<file path="src/rtl/fir_chirp_ctrl.sv">
// fir_chirp_ctrl: chirp/frame sequencer in front of fir_filter.
// Gates mixer samples into the FIR inside each chirp's sampling window, counts
// FIR outputs, drops the filter start-up transient and tags the rest with
// frame/chirp markers. Flags chirp_sync pulses that arrive mid-chirp.
//
// Handshakes: adc_valid is a single-cycle strobe with no back-pressure; a sample
// is taken on each edge where adc_valid is high in FEED. fir_ready is the
// matching one-cycle strobe toward the FIR, 1 cycle after the accepted
// adc_valid. fir_valid is likewise a strobe, and out_valid follows it 1 cycle
// later; neither side can stall the other.
module fir_chirp_ctrl #(
  parameter int WIDTH     = 16,
  parameter int OUT_WIDTH = 28,
  parameter int SAMPLES   = 1024,
  parameter int SKIP      = 63,
  parameter int CHIRPS    = 64,
  localparam int CW       = (CHIRPS > 1) ? $clog2(CHIRPS) : 1,
  localparam int NW       = $clog2(SAMPLES + 1)
) (
  input  logic                 clk,
  input  logic                 rst_n,
  input  logic                 start,
  input  logic                 stop,
  input  logic                 chirp_sync,
  input  logic                 adc_valid,
  input  logic [WIDTH-1:0]     adc_data,
  output logic                 fir_ready,
  output logic [WIDTH-1:0]     fir_mix_data,
  input  logic                 fir_valid,
  input  logic [OUT_WIDTH-1:0] fir_data,
  output logic                 out_valid,
  output logic [OUT_WIDTH-1:0] out_data,
  output logic                 out_sof,
  output logic                 out_sol,
  output logic                 out_eol,
  output logic [CW-1:0]        chirp_idx,
  output logic                 busy,
  output logic                 frame_done,
  output logic                 sync_err,
  output logic [1:0]           dbg_state
);

  typedef enum logic [1:0] {
    IDLE      = 2'd0,
    WAIT_SYNC = 2'd1,
    FEED      = 2'd2,
    DRAIN     = 2'd3
  } state_t;

  state_t        state_q, state_d;
  logic [NW-1:0] in_cnt, out_cnt;
  logic          in_take;     // sample accepted on this edge
  logic          out_take;    // FIR output counted on this edge
  logic          drain_done;  // last FIR output of the chirp counted
  logic          last_chirp;
  logic          fwd;         // counted output lies past the transient

  assign last_chirp = (chirp_idx == CW'(CHIRPS - 1));
  assign fwd        = out_take && (out_cnt >= NW'(SKIP));
  assign dbg_state  = state_q;

  // Next-state and per-edge qualifiers; stop overrides everything.
  always_comb begin
    state_d    = state_q;
    in_take    = 1'b0;
    out_take   = 1'b0;
    drain_done = 1'b0;
    case (state_q)
      IDLE: begin
        if (start) state_d = WAIT_SYNC;
      end
      WAIT_SYNC: begin
        if (chirp_sync) state_d = FEED;
      end
      FEED: begin
        in_take = adc_valid;
        if (adc_valid && (in_cnt == NW'(SAMPLES - 1))) state_d = DRAIN;
      end
      DRAIN: begin
        if ((out_cnt == NW'(SAMPLES)) ||
            (fir_valid && (out_cnt == NW'(SAMPLES - 1)))) begin
          drain_done = 1'b1;
          state_d    = last_chirp ? IDLE : WAIT_SYNC;
        end
      end
      default: state_d = IDLE;
    endcase
    // FIR outputs overlap the input phase, so they are counted in FEED too.
    // Saturating at SAMPLES keeps the counter from wrapping within a chirp.
    out_take = fir_valid && ((state_q == FEED) || (state_q == DRAIN)) &&
               (out_cnt < NW'(SAMPLES));
    if (stop) begin
      state_d    = IDLE;
      in_take    = 1'b0;
      out_take   = 1'b0;
      drain_done = 1'b0;
    end
  end

  // State register; busy is registered alongside it.
  always_ff @(posedge clk or negedge rst_n) begin
    if (!rst_n) begin
      state_q <= IDLE;
      busy    <= 1'b0;
    end else begin
      state_q <= state_d;
      busy    <= (state_d != IDLE);
    end
  end

  // Per-chirp input/output counters and the chirp index.
  always_ff @(posedge clk or negedge rst_n) begin
    if (!rst_n) begin
      in_cnt    <= '0;
      out_cnt   <= '0;
      chirp_idx <= '0;
    end else if (stop) begin
      in_cnt    <= '0;
      out_cnt   <= '0;
      chirp_idx <= '0;
    end else begin
      if ((state_q == IDLE) && start) chirp_idx <= '0;
      if ((state_q == WAIT_SYNC) && chirp_sync) begin
        in_cnt  <= '0;
        out_cnt <= '0;
      end
      if (in_take)  in_cnt  <= in_cnt + NW'(1);
      if (out_take) out_cnt <= out_cnt + NW'(1);
      if (drain_done && !last_chirp) chirp_idx <= chirp_idx + CW'(1);
    end
  end

  // Input path: one-cycle ready strobe plus the sample it carries.
  always_ff @(posedge clk or negedge rst_n) begin
    if (!rst_n) begin
      fir_ready    <= 1'b0;
      fir_mix_data <= '0;
    end else begin
      fir_ready <= in_take;
      if (in_take) fir_mix_data <= adc_data;
    end
  end

  // Output path: forward post-transient FIR outputs with their tags.
  always_ff @(posedge clk or negedge rst_n) begin
    if (!rst_n) begin
      out_valid  <= 1'b0;
      out_data   <= '0;
      out_sof    <= 1'b0;
      out_sol    <= 1'b0;
      out_eol    <= 1'b0;
      frame_done <= 1'b0;
    end else begin
      out_valid  <= fwd;
      out_sol    <= fwd && (out_cnt == NW'(SKIP));
      out_eol    <= fwd && (out_cnt == NW'(SAMPLES - 1));
      out_sof    <= fwd && (out_cnt == NW'(SKIP)) && (chirp_idx == '0);
      frame_done <= drain_done && last_chirp;
      if (fwd) out_data <= fir_data;
    end
  end

  // Sticky sync error: a chirp_sync while a chirp is in flight.
  always_ff @(posedge clk or negedge rst_n) begin
    if (!rst_n) begin
      sync_err <= 1'b0;
    end else if (!stop) begin
      if ((state_q == IDLE) && start) begin
        sync_err <= 1'b0;
      end else if (((state_q == FEED) || (state_q == DRAIN)) && chirp_sync) begin
        sync_err <= 1'b1;
      end
    end
  end

endmodule

</file>
<file path="config.mk">
export PLATFORM = sky130hd
export DESIGN_NAME = fir_chirp_ctrl
export DESIGN_NICKNAME = d
export VERILOG_FILES = /design/src/rtl/fir_chirp_ctrl.sv
export SDC_FILE = /design/constraint.sdc
export NUM_CORES = 1
export LEC_CHECK = 0
export ABC_CLOCK_PERIOD_IN_PS = 4100
export CORE_AREA = 2 2 121 93
export CTS_BUF_LIST = sky130_fd_sc_hd__clkbuf_8
export DETAILED_ROUTE_END_ITERATION = 8
export DIE_AREA = 0 0 123 95
export HOLD_SLACK_MARGIN = 0.15
export PLACE_DENSITY = 0.58
export SYNTH_ARGS = -nofsm -noshare
export SYNTH_HDL_FRONTEND = slang
export SYNTH_SLANG_ARGS = --single-unit
</file>
<file path="constraint.sdc">
create_clock -name clk -period 4.1 [get_ports clk]
set_input_delay 1.23 -clock clk [delete_from_list [all_inputs] [get_ports clk]]
set_output_delay 1.23 -clock clk [all_outputs]
set_load 0.1 [all_outputs]
</file>
# Word level (Yosys, flattened, before mapping)
# Index checks and enable logic that the tools add are counted.
totals:
  out_inout_bits: 60
  reg_bits: 82
classes:
  eq_ne: 8
  n_bitwise: 1
  mux: 23
  add_sub_neg: 3
  magnitude_cmp: 2
  n_reduce_logical: 24
op_table:
  columns: ["operator", "n"]
  rows:
  - ["2-to-1 mux 11 bit", 5]
  - ["adder 11 x 1 -> 11 bit (second input constant)", 2]
  - ["== test 11 x 10 -> 1 bit (second input constant)", 2]
  - ["2-to-1 mux 6 bit", 3]
  - ["logical AND 1 bit", 13]
  - ["== test 11 bit (second input constant)", 1]
  - ["== test 11 x 6 -> 1 bit (second input constant)", 1]
  - ["greater-or-equal comparator 11 x 6 -> 1 bit (second input constant)", 1]
  - ["< comparator 11 bit (second input constant)", 1]
  - ["2-to-1 mux 2 bit", 5]
  - ["2-to-1 mux 1 bit", 9]
  - ["nonzero test 3 bit", 3]
  - ["one-hot mux 2 bit (4 select lines)", 1]
  - ["adder 6 x 1 -> 6 bit (second input constant)", 1]
  - ["== test 6 bit (second input constant)", 1]
  - ["zero test 6 bit", 1]
  - ["== test 2 bit (second input constant)", 2]
  - ["nonzero test 2 bit", 2]
  - ["== test 2 x 1 -> 1 bit (second input constant)", 1]
  - ["zero test 2 bit", 1]
  - ["logical OR 1 bit", 2]
  - ["AND reduction 2 bit", 1]
  - ["zero test 1 bit", 1]
  - ["inverter 1 bit", 1]

# Longest topological paths before layout
# Gate-level depths: netlist of the first run.
depth:
  word_depth: 9
  depth_mapped: 8
  ltp_nobuf: 7

# Worst setup path after synthesis of the first run
# No wires, ideal clock.
synth_timing:
  path_type: "input -> register"
  from: "in stop"
  to: "reg out_data[14]"
  path_stages: 8
  slack_ns: 1.410
  arrival_time_ns: 2.562
  t_required_ns: 3.972
  path_buffers: 4
  cell_sequence: "clkbuf_1 inv_1 nand2b_1 buf_1 nor2_1 buf_2 buf_6 mux2_1"
synth_between:
  elab_chain_len: 2
synth_rtl:
  columns: ["element", "line", "source"]
  rows:
  - ["start: declaration", "23", "input logic stop,"]
  - ["2-to-1 mux 1 bit", "92", "if (stop) begin"]
  - ["logical AND 1 bit", "59", "assign fwd = out_take && (out_cnt >= NW'(SKIP));"]
  - ["net fwd", "56", "logic fwd;"]
  - ["end signal: assignment", "159", "if (fwd) out_data <= fir_data;"]
  - ["end: declaration", "32", "output logic [OUT_WIDTH-1:0] out_data,"]
# The timed path passes the listed nets, and every way through them passes these cells.
# A chain may end at the register's enable or synchronous reset.

# Final worst setup path of the first run
layout_timing:
  from: "reg chirp_idx[5]"
  to: "out chirp_idx[5]"
layout_rtl:
  columns: ["element", "line", "source"]
  rows:
  - ["start: declaration", "36", "output logic [CW-1:0] chirp_idx,"]
  - ["start signal: assignment", "129", "if (drain_done && !last_chirp) chirp_idx <= chirp_idx + CW'(1);"]
# No word-level cell between the ends.

==> reports/metrics.cfg, run 1 <==
[placement]
io_buffer_count=110
place.gp.congestion=0.732
hpwl_um=5660
detailedPlace.worstSlack_ps=835

[clocking]
clk_path_buf_depth=2
hold_buffers=0
clock-sinks=82
cts_root_buf=clkbuf_8
post_cts_buffers=0
ctsHtreeMaxLevel=3
clk_latency_ps=350
ctsResizeCount=0
cts.clk_slew.worst_paths_ps=80
cts_tree=built
cts_made_buffers=9

[logic_synthesis]
synth_cell_types=44
muxShareOfSynthArea_pct=14.6
synth-seq-cells=82
yosys.area_share.xor_xnor_pct=2.68
synth_area_mm2=0.00360
synth_edf_count=0
syn_nets=356
synth_seq_area_share_pct=57.0
synth_simple_gate_area_share_pct=15.0
async_flop_share_pct=100
syn_area_per_cell_um2=12.0
synth_top_family_by_area=simple AND/OR/NAND/NOR gates
syn_inst=300
synth-compound-area-share_pct=6.71
synthAdderAreaFrac_pct=1.74
ys.flop_type=dfrtp_1
yosys_warnings=0

[detailed_routing]
drt-total-wl_um=7990
vias=2692
drc=0
drtIter0Drc=96
viasPerCell=4.85
detail_route.wl_per_cell_um=14.4
first_pass_iters=4
antenna_left=0

[worst_setup_path]
critPathCaptureType=output pin
cp_data_required_time_ps=2870
critPathTopFamily=buffers and inverters
worstSetupStartpointType=flip-flop
cp_slowest_cell=clkdlybuf4s50_1
crit_fanout=7
crit_arrival_ps=2030
path_cells=clkdlybuf4s50_1
worst-path-buf-inv=1
criticalPathCategory=flip-flop to output pin
slowest_delay_ps=1180
crit_cells=1
rr_worst_depth=7

[finish]
nets=468
drive_gt1_share_pct=16.9
area_growth_pct=39.3
fill_cells=995
most-common-layout-cells=clkdlybuf4s50_1, dfrtp_1, mux2_2, nor2_1, o21ai_0
insertedDiodeCount=0
final_common_cell=clkdlybuf4s50_1

[pwr]
power.internal_mw=1.34
ir_drop_uv=476
power_switching_uw=908
power_frac_clock_pct=23.8
p_leak_nw=2.21
power.density_mw_per_mm2=449
p_seq_share_pct=40.5
netSwitchingFraction_pct=40.3
combPwrFrac_pct=35.6

[run_status]
outcome=complete, no violations

[sta]
hold_viol=0
finalHoldWorstSlack_ps=492
finalMaxSlewViolations=0
worst_pin_slew_ps=1020
finalCritPeriodShare_pct=79.4
fin_skew_ps=6.06
period_minus_slack_ps=3260
setup_viol=0
rsz0062_at_grt=no
fin_setup_tns_ps=0
fin_ws_ps=845
slew_headroom_pct=31.8
clock.fmax_mhz=307

[die]
core.rowCount=33
coreArea_mm2=0.0107
start_util_pct=33.8
die_area_mm2=0.0117
die_width_um=123
die_h_um=95
ioPinCount=111

[hold_path]
holdPathStages=1
hold_class=flip-flop to flip-flop

[grt]
grt.total_usage_pct=14.5
met2_usage_pct=21.5
grt_pass1_vias=2668
antenna_found_initial=0
use_met1_pct=18.7
grt_max_degree=83
grt_use_met3_pct=6.52
overflow=0
busiest_layer=met2
grt_pass1_wl_um=12900

[flow_run]
drv_cap=0

-- through the flow --
step	cells	total power [mW]	area, um^2	utilization, %
after floorplan	300	1.50	3600	-
after global placement	541	1.73	4840	45.4
after detailed placement	541	1.74	4840	45.4
after CTS	555	2.29	5020	47.1
after global routing	555	2.36	5020	47.1
final	555	2.25	5020	47.1
-- final timing paths --
kind	from	to	slack [ps]
worst max register to register	out_cnt[0]$_DFFE_PN0P_	chirp_idx[3]$_DFFE_PN0P_	1700
max in group asynchronous	rst_n	out_data[12]$_DFFE_PN0P_	2390
worst min register to register	out_data[14]$_DFFE_PN0P_	out_data[14]$_DFFE_PN0P_	490
worst min-delay path	out_data[14]$_DFFE_PN0P_	out_data[14]$_DFFE_PN0P_	490
worst max-delay path	chirp_idx[5]$_DFFE_PN0P_	chirp_idx[5]	840
min in group asynchronous	rst_n	in_cnt[8]$_DFFE_PN0P_	1040
-- area by class of cell --
cell class              count  area (um^2)  area share [%]
flip-flops and latches     82         2050            40.9
multi-input cells         199         1470            29.3
repair buffers            113         1120            22.2
well taps                 140          175            3.49
clock buffers              12          165            3.29
inverters                   7         26.3           0.524
clock inverters             2         12.5           0.249
-- state kept, by name, summed over array words and instances, names as in the netlist --
register      flops
dbg_state         2
out_cnt          11
out_sol           1
in_cnt           11
out_data         28
out_sof           1
frame_done        1
chirp_idx         6
busy              1
fir_ready         1
fir_mix_data     16
sync_err          1
out_eol           1
out_valid         1
-- per-layer routing --
metal  wire [um]  vias up
met2        3590       72
li1            -     1297
met1        3650     1312
met5           0        -
met3         623       11
met4         126        0
-- cell usage after synthesis, drive strengths merged (2+ instances only) --
cell,n,area share (%)
xnor2,6,1.5
nand4,7,1.2
and3b,2,0.49
xor2,5,1.2
buf,4,0.70
ha,5,1.7
and2,3,0.52
mux2i,2,0.56
nor3,4,0.56
nand2b,4,0.70
or3,4,0.70
nand2,15,1.6
nor2,21,2.2
nand3,9,1.3
mux2,45,14
dfrtp,82,57
clkbuf,8,0.83
or2,2,0.35
nand4b,2,0.49
and3,8,1.4
nor2b,2,0.35
inv,7,0.73
a21oi,7,0.97
a22o,2,0.49
or4b,3,0.83
o21ai,21,3.0
nor4,6,1.6
a31oi,4,0.70
-- power groups by stage --
stage | registers (mW) | clock network [mW] | logic, mW
3_5_place_dp | 0.929 | 0 | 0.807
4_1_cts | 0.914 | 0.564 | 0.809
6_report | 0.912 | 0.537 | 0.803
2_1_floorplan | 1.42 | 0 | 0.0883
5_1_grt | 0.922 | 0.602 | 0.833
3_3_place_gp | 0.925 | 0 | 0.805
-- cells by family after synthesis --
group           count (synthesis)
compound gates                 41
xor+xnor                       11
fa+ha+maj                       5
buf+inv                        19
flops                          82
mux                            47
simple gates                   95
(Power assumes the default switching activity.)
==> run 2, diff against run 1 <==
- ABC_CLOCK_PERIOD_IN_PS: 4100 -> 3300
- clock period: 4.1 -> 3.3 ns (I/O delays scaled with it)
==> run 2 against run 1 <==
Effect of this change: critical path type is now input pin to flip-flop; non-clock buffer count increased by 4; largest cell class unchanged; final cell count increased by 1.1%; die area unchanged; total power increased by 29%; routed wire length increased by 0.31%; count of clock-buffer cells in the layout decreased by 2; critical path depth increased by 5; highest routed layer unchanged; sequential share of layout area increased by 0.40 points.
==> reports/metrics.cfg, run 2 (synthesis results as in run 1) <==
[run_status]
outcome=complete, no violations

[placement]
dp.cells=545  ; +0.74%
hpwl_um=5700  ; +0.70%
place.gp.congestion=0.777  ; +6.3%
io_buffer_count=110  ; unchanged

[worst_setup_path]
slowest_delay_ps=520  ; -660 ps
critPathCaptureType=flip-flop
crit_fanout=29  ; +22
crit_path_start=fir_valid
cp_data_required_time_ps=3540  ; +670 ps
criticalPathCategory=input pin to flip-flop
crit_arrival_ps=2830  ; +800 ps
r2r-start=out_cnt[0]$_DFFE_PN0P_
cp_slowest_cell=clkdlybuf4s50_1
critPathTopFamily=simple AND/OR/NAND/NOR gates
worst-path-buf-inv=2  ; +1
worstSetupStartpointType=input pin
path_cells=clkdlybuf4s50_1 -> nand3b_1 -> nand2b_1 -> nor2_2 -> buf_12 -> mux2_2

[hold_path]
hp-start=out_data[14]$_DFFE_PN0P_
hold_class=flip-flop to flip-flop

[finish]
fin_cells=561  ; +1.1%
fill_cells=1026  ; +3.1%
multi_input_area_mm2=0.00147  ; unchanged
largest-register=out_data
final_core_util_pct=46.6  ; -0.46 points
insertedDiodeCount=0  ; unchanged
area_growth_pct=38.0
nets=472  ; +0.85%
drive_gt1_share_pct=31.6  ; +15 points
largest_reg_flops=28  ; unchanged
seqCellArea_mm2=0.00205  ; unchanged
reg_top3=out_data (28), fir_mix_data (16)
final_common_cell=dfrtp_1
most-common-layout-cells=dfrtp_1, buf_4, clkdlybuf4s50_1, mux2_2

[clocking]
cts.clk_slew.worst_paths_ps=80  ; about the same
cts_root_buf=clkbuf_8
cts_made_buffers=9  ; unchanged
cts_tree=built
clk_path_buf_depth=2  ; unchanged
hold_buffers=0  ; unchanged
ctsHtreeMaxLevel=3  ; unchanged
post_cts_buffers=0  ; unchanged
clk_latency_ps=350  ; about the same
ctsResizeCount=0  ; unchanged
clock-sinks=82  ; unchanged

[detailed_routing]
drc=0  ; unchanged
first_pass_iters=4  ; unchanged
drtIter0Drc=110  ; +15%
detail_route.wl_per_cell_um=14.3  ; -0.76%
antenna_left=0  ; unchanged
drt-total-wl_um=8020  ; +0.31%
vias=2697  ; +0.19%
viasPerCell=4.81  ; -0.89%

[sta]
slew_headroom_pct=56.2  ; +24 points
hold_viol=0  ; unchanged
fin_setup_tns_ps=0  ; unchanged
clock.fmax_mhz=386
finalCritPeriodShare_pct=78.5
setup_viol=0  ; unchanged
fin_skew_ps=11.8  ; +5.76 ps
worst_pin_slew_ps=652  ; -371 ps
rsz0062_at_grt=no
period_minus_slack_ps=2590
finalMaxSlewViolations=0  ; unchanged

[pwr]
p_leak_nw=2.37  ; +7.1%
power.density_mw_per_mm2=586  ; +30%
ir_drop_uv=580  ; +22%

[die]
die_h_um=95  ; unchanged
coreArea_mm2=0.0107  ; unchanged
die_width_um=123  ; unchanged
core.rowCount=33  ; unchanged
start_util_pct=33.8  ; unchanged
ioPinCount=111  ; unchanged
die_area_mm2=0.0117  ; unchanged

[grt]
antenna_found_initial=0  ; unchanged
overflow=0  ; unchanged
grt_pass1_vias=2621  ; -1.8%
grt.total_usage_pct=14.3  ; -0.22 points
grt_max_degree=53  ; -36%
grt_pass1_wl_um=12800  ; -1.1%

[flow_run]
drv_cap=0  ; unchanged

run 2: cell type report:
| cell class | instances | area share, % |
|---|---|---|
| tap | 140 | 3.53 |
| inverter | 7 | 0.529 |
| sequential | 82 | 41.3 |
| timing repair buffer | 117 | 20.7 |
| clock inverter | 6 | 1.64 |
| multi-input combinational | 199 | 29.6 |
| clock buffer | 10 | 2.77 |
run 2: through the flow:
| step | area [um^2] | power (mW) | hold WS (ps) | setup WS, ps |
|---|---|---|---|---|
| 3_3_place_gp | 4750 | 2.13 | 474 | 425 |
| 3_5_place_dp | 4750 | 2.13 | 484 | 355 |
| 2_1_floorplan | 3600 | 1.87 | 475 | 695 |
| 5_1_grt | 4970 | 3.03 | 523 | 626 |
| 4_1_cts | 4970 | 2.95 | 503 | 731 |
| 6_report | 4970 | 2.91 | 498 | 709 |
run 2: path summary, 6_finish.rpt:
check                                      endpoint  slack (ps)  cells past startpoint
min in group asynchronous    in_cnt[10]$_DFFE_PN0P_         570                      1
max in group asynchronous    out_cnt[7]$_DFFE_PN0P_        2100                      2
min reg2reg                out_data[14]$_DFFE_PN0P_         500                      1
min                        out_data[14]$_DFFE_PN0P_         500                      1
max reg2reg                chirp_idx[3]$_DFFE_PN0P_         910                      7
max                        out_data[20]$_DFFE_PN0P_         710                      6
run 2: per-layer routing:
| metal | vias to the layer above | GRT usage, % | wire [um] |
|---|---|---|---|
| li1 | 1307 | - | - |
| met1 | 1301 | 20.0 | 3860 |
| met2 | 78 | 20.4 | 3450 |
| met3 | 11 | 5.43 | 601 |
| met4 | 0 | 4.55 | 107 |
| met5 | - | 0 | 0 |
run 2: report_power, final:
group	internal (mW)	switching, mW	total, mW
clock	0.442	0.360	0.802
sequential	1.09	0.0485	1.14
combinational	0.232	0.739	0.971
run 2: worst register-to-register path: stages (launching register included):
cell	delay, ps
dfrtp_1	430
inv_1	90
ha_1	140
or4b_1	500
nor4_4	350
o21ai_2	190
or4b_1	520
nand3_1	100
==> run 3, diff against run 2 <==
- ABC_CLOCK_PERIOD_IN_PS: 3300 -> 2200
- PLACE_DENSITY: 0.58 -> 0.6
- clock period: 3.3 -> 2.2 ns (I/O delays scaled with it)
==> run 3 against run 2 <==
Effect of this change: first-iteration DRC count up 25%; flip-flop and latch count unchanged; global-route usage increased by 0.53 points; die area stayed put; clock power rose by 33%; worst setup slack worse by 680 ps; core utilization grew 2.8 points; combinational power rose by 53%; sequential power rose by 50%; critical path depth increased by 1; count of clock-buffer cells in the layout stayed put; largest cell class unchanged.
==> reports/metrics.cfg, run 3 (synthesis results as in run 1) <==
[run_status]
outcome=complete, no violations

[grt]
grt_use_met3_pct=4.89  ; -0.54 points
overflow=0  ; unchanged
grt_pass1_vias=2779  ; +6.0%
grt.total_usage_pct=14.8  ; +0.53 points
busiest_layer=met2
use_met1_pct=19.9  ; -0.098 points
grt_max_degree=31  ; -42%
met2_usage_pct=22.5  ; +2.1 points
grt_pass1_wl_um=13400  ; +5.0%
antenna_found_initial=0  ; unchanged

[placement]
place.gp.congestion=0.797  ; +2.5%
io_buffer_count=110  ; unchanged
dp.cells=569  ; +4.4%
hpwl_um=6070  ; +6.5%

[worst_setup_path]
crit_fanout=3  ; -90%
path_cells=inv_1 -> ha_1 -> or4b_4 -> nor4_4 -> o21ai_2 -> or4b_1 -> nand3_1
crit_arrival_ps=2450  ; -380 ps
cp_slowest_cell=or4b_4
criticalPathCategory=flip-flop to flip-flop
slowest_delay_ps=480  ; -40 ps
cp_data_required_time_ps=2480  ; -1060 ps
rr_worst_depth=7  ; unchanged
critPathCaptureType=flip-flop
worstSetupStartpointType=flip-flop

[die]
die_width_um=123  ; unchanged
die_h_um=95  ; unchanged
core.rowCount=33  ; unchanged
start_util_pct=33.8  ; unchanged
die_area_mm2=0.0117  ; unchanged
ioPinCount=111  ; unchanged
coreArea_mm2=0.0107  ; unchanged

[sta]
rsz0062_at_grt=yes
slew_headroom_pct=76.0  ; +20 points
hold_viol=0  ; unchanged
setup_viol=0  ; unchanged
finalCritPeriodShare_pct=98.6
fin_skew_ps=8.34  ; -3.48 ps
finalMaxSlewViolations=0  ; unchanged
fin_setup_tns_ps=0  ; unchanged
worst_pin_slew_ps=355  ; -297 ps
period_minus_slack_ps=2170
clock.fmax_mhz=461

[finish]
fin_cells=586  ; +4.5%
drive_gt1_share_pct=37.0  ; +5.4 points
largest_reg_flops=28  ; unchanged
area_growth_pct=46.4
most-common-layout-cells=buf_4, dfrtp_1, clkdlybuf4s50_1, mux2_2, o21ai_0
insertedDiodeCount=0  ; unchanged
reg_top3=out_data (28), fir_mix_data (16)
final_common_cell=buf_4
largest-register=out_data
nets=497  ; +5.3%

[pwr]
power_switching_mw=1.72  ; +50%
ir_drop_uv=1010  ; +74%
p_seq_share_pct=40.0  ; +0.9 points
power_frac_clock_pct=25.1  ; -2.5 points
power.internal_mw=2.56  ; +45%
p_leak_nw=2.51  ; +6.2%
combPwrFrac_pct=34.8  ; +1.4 points
power.density_mw_per_mm2=811  ; +39%
netSwitchingFraction_pct=40.2  ; +0.72 points

[clocking]
ctsHtreeMaxLevel=3  ; unchanged
clk_latency_ps=350  ; about the same
cts.clk_slew.worst_paths_ps=80  ; about the same
cts_root_buf=clkbuf_8
cts_tree=built
clock-sinks=82  ; unchanged
hold_buffers=0  ; unchanged
clk_path_buf_depth=2  ; unchanged
cts_made_buffers=9  ; unchanged

[detailed_routing]
drc=0  ; unchanged
drt-total-wl_um=8270  ; +3.2%
drtIter0Drc=138  ; +25%
first_pass_iters=4  ; unchanged
detail_route.wl_per_cell_um=14.1  ; -1.2%
viasPerCell=4.76  ; -1.0%
vias=2789  ; +3.4%
antenna_left=0  ; unchanged

[hold_path]
hold_class=input pin to asynchronous set/reset pin

[flow_run]
drv_cap=0  ; unchanged

[run 3: changes by cell type in the layout (fill, tap and decap cells not counted), sizes merged]
cell,previous run,this run
buf,68,93
bufinv,2,1
clkinv,2,4
clkinvlp,1,0
[run 3: power groups by stage]
stage | clock, mW | combinational, mW | sequential [mW]
5_1_grt | 1.20 | 1.54 | 1.73
2_1_floorplan | 0 | 0.168 | 2.64
6_report | 1.07 | 1.49 | 1.71
4_1_cts | 1.13 | 1.50 | 1.72
3_3_place_gp | 0 | 1.49 | 1.74
3_5_place_dp | 0 | 1.50 | 1.74
[run 3: cell type report]
type                    count  area (um^2)
inverters                   7         26.3
clock inverters             6         57.6
well taps                 140          175
flip-flops and latches     82         2060
fillers                   970         5380
multi-input cells         199         1490
clock buffers              10          138
repair buffers            142         1330
[run 3: timing repair]
| item | CTS | global route |
|---|---|---|
| buffers inserted | 0 | 1 |
| resized for setup | 1 | 4 |
| setup endpoints to repair | 2 | 31 |
| pin swaps | 1 | 3 |
[run 3: worst max-delay path: cells and delay by family (launching register included)]
kind	cells	cell delay (ps)
and+or+nand+nor	4	1410
DFF	1	380
adders and majority gates	1	150
AOI/OAI and AO/OA	1	90
buffers and inverters	1	80
[run 3: final timing paths]
kind                                           from  slack, ps                           to
max                          out_cnt[0]$_DFFE_PN0P_         30     chirp_idx[3]$_DFFE_PN0P_
min                                           rst_n        200        in_cnt[6]$_DFFE_PN0P_
max reg2reg                  out_cnt[0]$_DFFE_PN0P_         30     chirp_idx[3]$_DFFE_PN0P_
min reg2reg                out_data[14]$_DFFE_PN0P_        500     out_data[14]$_DFFE_PN0P_
max in group asynchronous                     rst_n       1390  fir_mix_data[7]$_DFFE_PN0P_
min in group clk           out_data[14]$_DFFE_PN0P_        500     out_data[14]$_DFFE_PN0P_
[run 3: per-stage QoR]
step / hold slack, ps / total power [mW] / worst slack [ps] / util, % / cell area, um^2
global placement: 476 / 3.23 / -109 / 47.4 / 5050
detailed placement: 494 / 3.24 / -194 / 47.4 / 5050
global route: 197 / 4.47 / -56.0 / 49.5 / 5270
finish: 204 / 4.27 / 31.1 / 49.5 / 5270
floorplan: 364 / 2.81 / 12.5 / - / 3620
CTS: 200 / 4.34 / 9.72 / 49.3 / 5250
[run 3: layer usage]
metal  share of wire [%]  vias to the layer above  routed length [um]
li1                    -                     1361                   -
met1                  47                     1350                3880
met2                  46                       72                3800
met3                 5.7                        6                 470
met4                 1.5                        0                 122
met5                   0                        -                   0
